--- src/rtl/types.sv ---
// Shared types for the quick-send receive path: block geometry, the encoded
// header/residual record, the decoded pixel block and the decoder states.
package types;

    localparam int NUM_PIXELS = 16;
    localparam int PIXEL_W    = 8;
    localparam int RW_W       = 4;

    typedef struct packed {
        logic               raw;
        logic [RW_W-1:0]    rw;
        logic [PIXEL_W-1:0] base;
    } header_t;

    // Residual 0 is carried by header_t.base, so the array starts at 1.
    typedef logic [NUM_PIXELS-1:1][PIXEL_W-1:0] residuals_t;

    typedef struct packed {
        header_t    hdr;
        residuals_t res;
    } header_residual_reg;

    typedef logic [NUM_PIXELS-1:0][PIXEL_W-1:0] pixels_t;

    typedef enum logic [1:0] {
        IDLE   = 2'd0,
        DECODE = 2'd1,
        DONE   = 2'd2
    } dec_state_t;

endpackage

--- src/rtl/residual_sext.sv ---
// Sign-extends the low rw bits of a residual to a full pixel-width delta.
// rw is clamped to PIXEL_W, and rw=0 yields a zero delta.
module residual_sext #(
    parameter int PIXEL_W = 8,
    parameter int RW_W    = 4
) (
    input  logic [PIXEL_W-1:0] res,
    input  logic [RW_W-1:0]    rw,
    output logic [PIXEL_W-1:0] delta
);

    logic [RW_W-1:0] rw_eff;
    logic            sign;

    assign rw_eff = (rw > RW_W'(PIXEL_W)) ? RW_W'(PIXEL_W) : rw;

    always_comb begin
        sign  = 1'b0;
        delta = '0;
        for (int i = 0; i < PIXEL_W; i++) begin
            if (rw_eff == RW_W'(i + 1)) begin
                sign = res[i];
            end
        end
        for (int i = 0; i < PIXEL_W; i++) begin
            delta[i] = (RW_W'(i) < rw_eff) ? res[i] : sign;
        end
    end

endmodule

--- src/rtl/header_decoder.sv ---
// Rebuilds a pixel block from a header/residual record, one pixel per cycle,
// by prefix-summing sign-extended residuals (or copying them in raw mode).
module header_decoder #(
    parameter int NUM_PIXELS = types::NUM_PIXELS,
    parameter int PIXEL_W    = types::PIXEL_W,
    parameter int RW_W       = types::RW_W
) (
    input  logic                            clk,
    input  logic                            rst,
    input  logic                            in_valid,
    output logic                            in_ready,
    input  logic [1+RW_W+NUM_PIXELS*PIXEL_W-1:0] hr_reg,
    output logic                            out_valid,
    input  logic                            out_ready,
    output logic [NUM_PIXELS*PIXEL_W-1:0]   pixels,
    output logic                            bad_hdr,
    output logic                            busy
);
    import types::*;

    localparam int IDX_W = $clog2(NUM_PIXELS);

    header_residual_reg hr_rec;

    dec_state_t          state_q, state_d;
    logic [IDX_W-1:0]    idx_q, idx_d;
    logic                raw_q, raw_d;
    logic [RW_W-1:0]     rw_q, rw_d;
    residuals_t          res_q, res_d;
    pixels_t             pix_q, pix_d;
    logic                bad_q, bad_d;

    logic [PIXEL_W-1:0]  cur_res;
    logic [PIXEL_W-1:0]  prev_pix;
    logic [PIXEL_W-1:0]  delta;

    assign hr_rec   = hr_reg;
    assign cur_res  = res_q[idx_q];
    assign prev_pix = pix_q[idx_q - 1'b1];

    residual_sext #(
        .PIXEL_W (PIXEL_W),
        .RW_W    (RW_W)
    ) u_sext (
        .res   (cur_res),
        .rw    (rw_q),
        .delta (delta)
    );

    always_comb begin
        state_d = state_q;
        idx_d   = idx_q;
        raw_d   = raw_q;
        rw_d    = rw_q;
        res_d   = res_q;
        pix_d   = pix_q;
        bad_d   = bad_q;
        case (state_q)
            IDLE: begin
                if (in_valid) begin
                    raw_d    = hr_rec.hdr.raw;
                    rw_d     = hr_rec.hdr.rw;
                    res_d    = hr_rec.res;
                    pix_d    = '0;
                    pix_d[0] = hr_rec.hdr.base;
                    bad_d    = (hr_rec.hdr.rw > RW_W'(PIXEL_W));
                    idx_d    = IDX_W'(1);
                    state_d  = DECODE;
                end
            end
            DECODE: begin
                pix_d[idx_q] = raw_q ? cur_res : (prev_pix + delta);
                idx_d        = idx_q + 1'b1;
                if (idx_q == IDX_W'(NUM_PIXELS - 1)) begin
                    idx_d   = '0;
                    state_d = DONE;
                end
            end
            DONE: begin
                // Result and bad_hdr are held until the consumer takes them.
                if (out_ready) begin
                    bad_d   = 1'b0;
                    state_d = IDLE;
                end
            end
            default: begin
                state_d = IDLE;
                idx_d   = '0;
            end
        endcase
    end

    always_ff @(posedge clk or negedge rst) begin
        if (!rst) begin
            state_q <= IDLE;
            idx_q   <= '0;
            raw_q   <= 1'b0;
            rw_q    <= '0;
            res_q   <= '0;
            pix_q   <= '0;
            bad_q   <= 1'b0;
        end else begin
            state_q <= state_d;
            idx_q   <= idx_d;
            raw_q   <= raw_d;
            rw_q    <= rw_d;
            res_q   <= res_d;
            pix_q   <= pix_d;
            bad_q   <= bad_d;
        end
    end

    assign in_ready  = (state_q == IDLE);
    assign out_valid = (state_q == DONE);
    assign busy      = (state_q != IDLE);
    // Partially decoded blocks never reach the port.
    assign pixels    = out_valid ? pix_q : '0;
    assign bad_hdr   = bad_q;

endmodule

--- config.mk ---
export PLATFORM = sky130hd
export DESIGN_NAME = header_decoder
export DESIGN_NICKNAME = d
export VERILOG_FILES = /design/src/rtl/types.sv /design/src/rtl/residual_sext.sv /design/src/rtl/header_decoder.sv
export SDC_FILE = /design/constraint.sdc
export NUM_CORES = 1
export LEC_CHECK = 0
export CORE_MARGIN = 3
export CORE_UTILIZATION = 57
export DETAILED_ROUTE_END_ITERATION = 16
export PLACE_DENSITY = 0.87
export SLEW_MARGIN = 10
export SYNTH_ARGS = -nofsm -noshare
export SYNTH_HDL_FRONTEND = slang
export SYNTH_SLANG_ARGS = --single-unit
--- constraint.sdc ---
create_clock -name clk -period 11.5 [get_ports clk]
set_input_delay 2.875 -clock clk [delete_from_list [all_inputs] [get_ports clk]]
set_output_delay 2.875 -clock clk [all_outputs]
set_load 0.01 [all_outputs]
==> impl_metrics.xml <==
<?xml version="1.0" encoding="UTF-8"?>
<metrics>
  <group name="run_status">
    <metric name="status" unit="">completed</metric>
  </group>
  <group name="cells_and_area">
    <metric name="fin_nets" unit="">1760</metric>
    <metric name="most_common_cell_after_layout_fill_and_taps_aside" unit="">sky130_fd_sc_hd__nand2_1</metric>
    <metric name="antenna-diode-count" unit="">0</metric>
    <metric name="post-route-cell-area" unit="um^2">17060</metric>
    <metric name="mostFrequentLayoutCells" unit="">413 x sky130_fd_sc_hd__nand2_1, 267 x sky130_fd_sc_hd__clkdlybuf4s50_1, 258 x sky130_fd_sc_hd__dfrtp_1</metric>
    <metric name="post_route_cells_drive_above_1_share" unit="%">9.331</metric>
    <metric name="syn_to_final_growth" unit="%">24.99</metric>
  </group>
  <group name="floorplanning">
    <metric name="ioPinCount" unit="">269</metric>
    <metric name="initial_core_util" unit="%">59.20</metric>
    <metric name="fp.coreArea" unit="um^2">23050</metric>
    <metric name="die_area" unit="um^2">25840</metric>
    <metric name="fp-row-count" unit="">55</metric>
    <metric name="die_y" unit="um">160.7</metric>
    <metric name="chipWidth" unit="um">160.7</metric>
  </group>
  <group name="yosys">
    <metric name="ys.flop_type" unit="">sky130_fd_sc_hd__dfrtp_1</metric>
    <metric name="synth.lib_cells_used.distinct" unit="">60</metric>
    <metric name="yosys.area.top_type_share" unit="%">47.67</metric>
    <metric name="yosys-top-cells-area" unit="">sky130_fd_sc_hd__dfrtp_1 48%, sky130_fd_sc_hd__nand2_1 11%, sky130_fd_sc_hd__mux4_2 6.9%</metric>
    <metric name="number_of_synthesized_register_bits" unit="">260</metric>
    <metric name="syn_area" unit="um^2">13650</metric>
    <metric name="asyncSetResetFlopFracSynth" unit="%">100.0</metric>
    <metric name="yosysWarningCount" unit="">0</metric>
    <metric name="synth_sequential_area_ratio" unit="%">47.67</metric>
    <metric name="synth_area_leader_cell" unit="">sky130_fd_sc_hd__dfrtp_1</metric>
    <metric name="mappedNetlistNets" unit="">1562</metric>
    <metric name="postSynthCellCount" unit="">1411</metric>
    <metric name="synthesis.area_per_instance" unit="um^2">9.673</metric>
    <metric name="number_of_flops_mapped_to_enable_cells_by_yosys" unit="">0</metric>
  </group>
  <group name="timing">
    <metric name="timing.hold.ws" unit="ns">0.4726</metric>
    <metric name="final.period_utilization" unit="%">54.08</metric>
    <metric name="setup-violations-final" unit="">0</metric>
    <metric name="max_slew_margin" unit="%">14.01</metric>
    <metric name="tightest_slew" unit="ns">1.265</metric>
    <metric name="slew_violations" unit="">0</metric>
    <metric name="final.setup.tns" unit="ns">0</metric>
    <metric name="hold_viol" unit="">0</metric>
    <metric name="worst_clock_skew" unit="ns">0.01197</metric>
    <metric name="postLayoutSetupSlackWorst" unit="ns">5.281</metric>
    <metric name="fin_crit" unit="ns">6.219</metric>
    <metric name="timing.fmax" unit="GHz">0.1608</metric>
    <metric name="rsz0062_at_grt" unit="">false</metric>
  </group>
  <group name="cts">
    <metric name="cts.htree.levels" unit="">1</metric>
    <metric name="clk_latency" unit="ns">0.53</metric>
    <metric name="post-cts-setup-buffer-count" unit="">0</metric>
    <metric name="clkSinkCount" unit="">260</metric>
    <metric name="cts.clk_slew.worst_paths" unit="ns">0.06</metric>
    <metric name="cts_buffer_depth" unit="">3</metric>
    <metric name="cts-root-buf" unit="">sky130_fd_sc_hd__clkbuf_16</metric>
    <metric name="cts-resized-gates" unit="">0</metric>
    <metric name="numCtsBuffers" unit="">27</metric>
    <metric name="cts_tree" unit="">built</metric>
    <metric name="ctsHoldBuffers" unit="">0</metric>
  </group>
  <group name="worst_setup_path">
    <metric name="cp-end-kind" unit="">register</metric>
    <metric name="worst_ep_required_time" unit="ns">11.94</metric>
    <metric name="criticalPathCategory" unit="">reg -&gt; reg</metric>
    <metric name="slowest_delay" unit="ns">0.87</metric>
    <metric name="path_max_fanout" unit="">42</metric>
    <metric name="startpoint_type" unit="">register</metric>
    <metric name="cpMaxStageDelayCell" unit="">sky130_fd_sc_hd__nor4_1</metric>
    <metric name="timing.critical_path.cells" unit="">buf_4, mux4_1, nor2_1, nor4_1, a221oi_2, a31oi_1, mux2_2, ha_1, a21o_1, and3_2, a2111oi_1, xor2_2, xnor2_1, a221o_2, a211oi_2</metric>
    <metric name="arrival" unit="ns">6.66</metric>
  </group>
  <group name="place">
    <metric name="place_worst_setup_slack" unit="ns">5.097</metric>
    <metric name="place.detailed.hpwl" unit="mm">28.92</metric>
    <metric name="place.gp.congestion" unit="">0.8916</metric>
    <metric name="dpl-instance-area" unit="um^2">16140</metric>
    <metric name="portBuffers" unit="">268</metric>
  </group>
  <group name="routing">
    <metric name="dr_total_vias" unit="">11777</metric>
    <metric name="wire_per_inst" unit="um">21.60</metric>
    <metric name="drt_first_pass_iters" unit="">7</metric>
    <metric name="vias_per_cell" unit="">6.064</metric>
    <metric name="drt_iter0_drc" unit="">1214</metric>
    <metric name="final_antenna_net_count" unit="">0</metric>
    <metric name="routed_wl" unit="mm">41.96</metric>
    <metric name="drc" unit="">0</metric>
  </group>
  <group name="grt">
    <metric name="grt.total_usage" unit="%">31.77</metric>
    <metric name="first_global_vias" unit="">11801</metric>
    <metric name="global_route_wire_length_before_repair" unit="mm">64.78</metric>
    <metric name="antenna_violations_before_repair" unit="">0</metric>
    <metric name="grt_max_degree" unit="">132</metric>
    <metric name="grt-ovfl-total" unit="">0</metric>
  </group>
  <group name="pwr">
    <metric name="p_leak" unit="uW">0.007782</metric>
    <metric name="power_per_standard_cell_area" unit="nW/um^2">291.2</metric>
    <metric name="ir_worst_vdd" unit="mV">0.2288</metric>
    <metric name="power" unit="uW">4968</metric>
  </group>
  <group name="worst_hold_path">
    <metric name="timing.hold.worst.class" unit="">reg -&gt; reg</metric>
  </group>
  <group name="job">
    <metric name="maxCapViolations" unit="">0</metric>
  </group>
</metrics>
## kinds of logic after synthesis
| group | after synthesis | share of synthesized area [%] |
|---|---|---|
| buffers and inverters | 115 | 5.326 |
| DFF | 260 | 47.67 |
| and+or+nand+nor | 736 | 24.52 |
| muxes | 87 | 12.34 |
| xor gates and xnor gates | 9 | 0.6876 |
| AOI/OAI and AO/OA | 190 | 8.113 |
| adders and majority gates | 14 | 1.339 |
## Yosys cell counts, types with 2 or more instances
master,count
sky130_fd_sc_hd__o22ai_1,9
sky130_fd_sc_hd__dlygate4sd1_1,7
sky130_fd_sc_hd__a32oi_1,2
sky130_fd_sc_hd__clkbuf_1,71
sky130_fd_sc_hd__a221oi_1,6
sky130_fd_sc_hd__o21ai_2,11
sky130_fd_sc_hd__mux2_2,22
sky130_fd_sc_hd__dfrtp_1,260
sky130_fd_sc_hd__bufbuf_16,3
sky130_fd_sc_hd__a21oi_1,26
sky130_fd_sc_hd__clkbuf_8,7
sky130_fd_sc_hd__mux4_2,42
sky130_fd_sc_hd__buf_1,6
sky130_fd_sc_hd__nor4_1,3
sky130_fd_sc_hd__a31oi_1,4
sky130_fd_sc_hd__a21o_1,6
sky130_fd_sc_hd__mux2i_1,7
sky130_fd_sc_hd__nor3_1,5
sky130_fd_sc_hd__o21ai_0,115
sky130_fd_sc_hd__inv_1,5
sky130_fd_sc_hd__buf_6,8
sky130_fd_sc_hd__buf_12,2
sky130_fd_sc_hd__and2_1,132
sky130_fd_sc_hd__nand3b_1,2
sky130_fd_sc_hd__xnor2_1,6
sky130_fd_sc_hd__buf_2,3
sky130_fd_sc_hd__nand2_1,414
sky130_fd_sc_hd__or3b_2,2
sky130_fd_sc_hd__ha_1,13
sky130_fd_sc_hd__mux4_1,16
sky130_fd_sc_hd__nor2_1,35
sky130_fd_sc_hd__nand2b_1,4
sky130_fd_sc_hd__nand3_1,125
sky130_fd_sc_hd__nor2b_1,6
## per-stage QoR
stage | std cells | util (%)
CTS | 1942 | 73.96
floorplan | 1411 | -
finish | 1942 | 74.00
detailed placement | 1893 | 69.99
global route | 1942 | 74.00
global placement | 1893 | 69.99
## report_power, final
part           switching, uW  internal, uW  total [uW]
Clock                    361           542         903
Combinational           1510           887        2400
Sequential               378          1290        1670
Total                   2250          2720        4970
## final timing paths
kind | depth (start not counted) | to | startpoint | slack (ns)
setup / recovery | 15 | pix_q[7] | idx_q[0] | 5.28
hold / removal | 2 | res_q[31] | res_q[31] | 0.47
setup reg to reg | 15 | pix_q[7] | idx_q[0] | 5.28
hold reg to reg | 2 | res_q[31] | res_q[31] | 0.47
max in group asynchronous | 2 | idx_q[0] | rst | 7.42
min in group asynchronous | 1 | pix_q[37] | rst | 2.39
## sequential cells by signal, summed over array words and instances (netlist names)
name / count
pix_q: 128
idx_q: 4
raw_q: 1
rw_q: 4
bad_hdr: 1
res_q: 120
state_q: 2
## area by class of cell
type	instances	area [um^2]
Clock inverter	10	125.1
Timing Repair Buffer	278	2763
Fill cell	1544	5995
Inverter	6	22.52
Clock buffer	39	790.8
Multi-Input combinational cell	1036	6455
Tap cell	313	391.6
Sequential cell	260	6511
## layer usage
layer	GRT usage (%)	vias to the layer above	share of wire [%]
met5	0	-	0
met2	53.18	709	49
met1	39.99	5731	37
met4	14.51	0	5.0
met3	6.680	141	8.8
li1	-	5196	-
## critical path, delay by kind of cell (launching register included)
| family | cells | cell delay (ns) |
|---|---|---|
| AOI/OAI and AO/OA | 6 | 2.15 |
| and+or+nand+nor | 3 | 1.14 |
| DFF | 1 | 0.80 |
| buffers and inverters | 1 | 0.68 |
| muxes | 2 | 0.66 |
| xor gates and xnor gates | 2 | 0.35 |
| adders and majority gates | 1 | 0.27 |
Note: power is estimated with default switching activity, not from simulation.
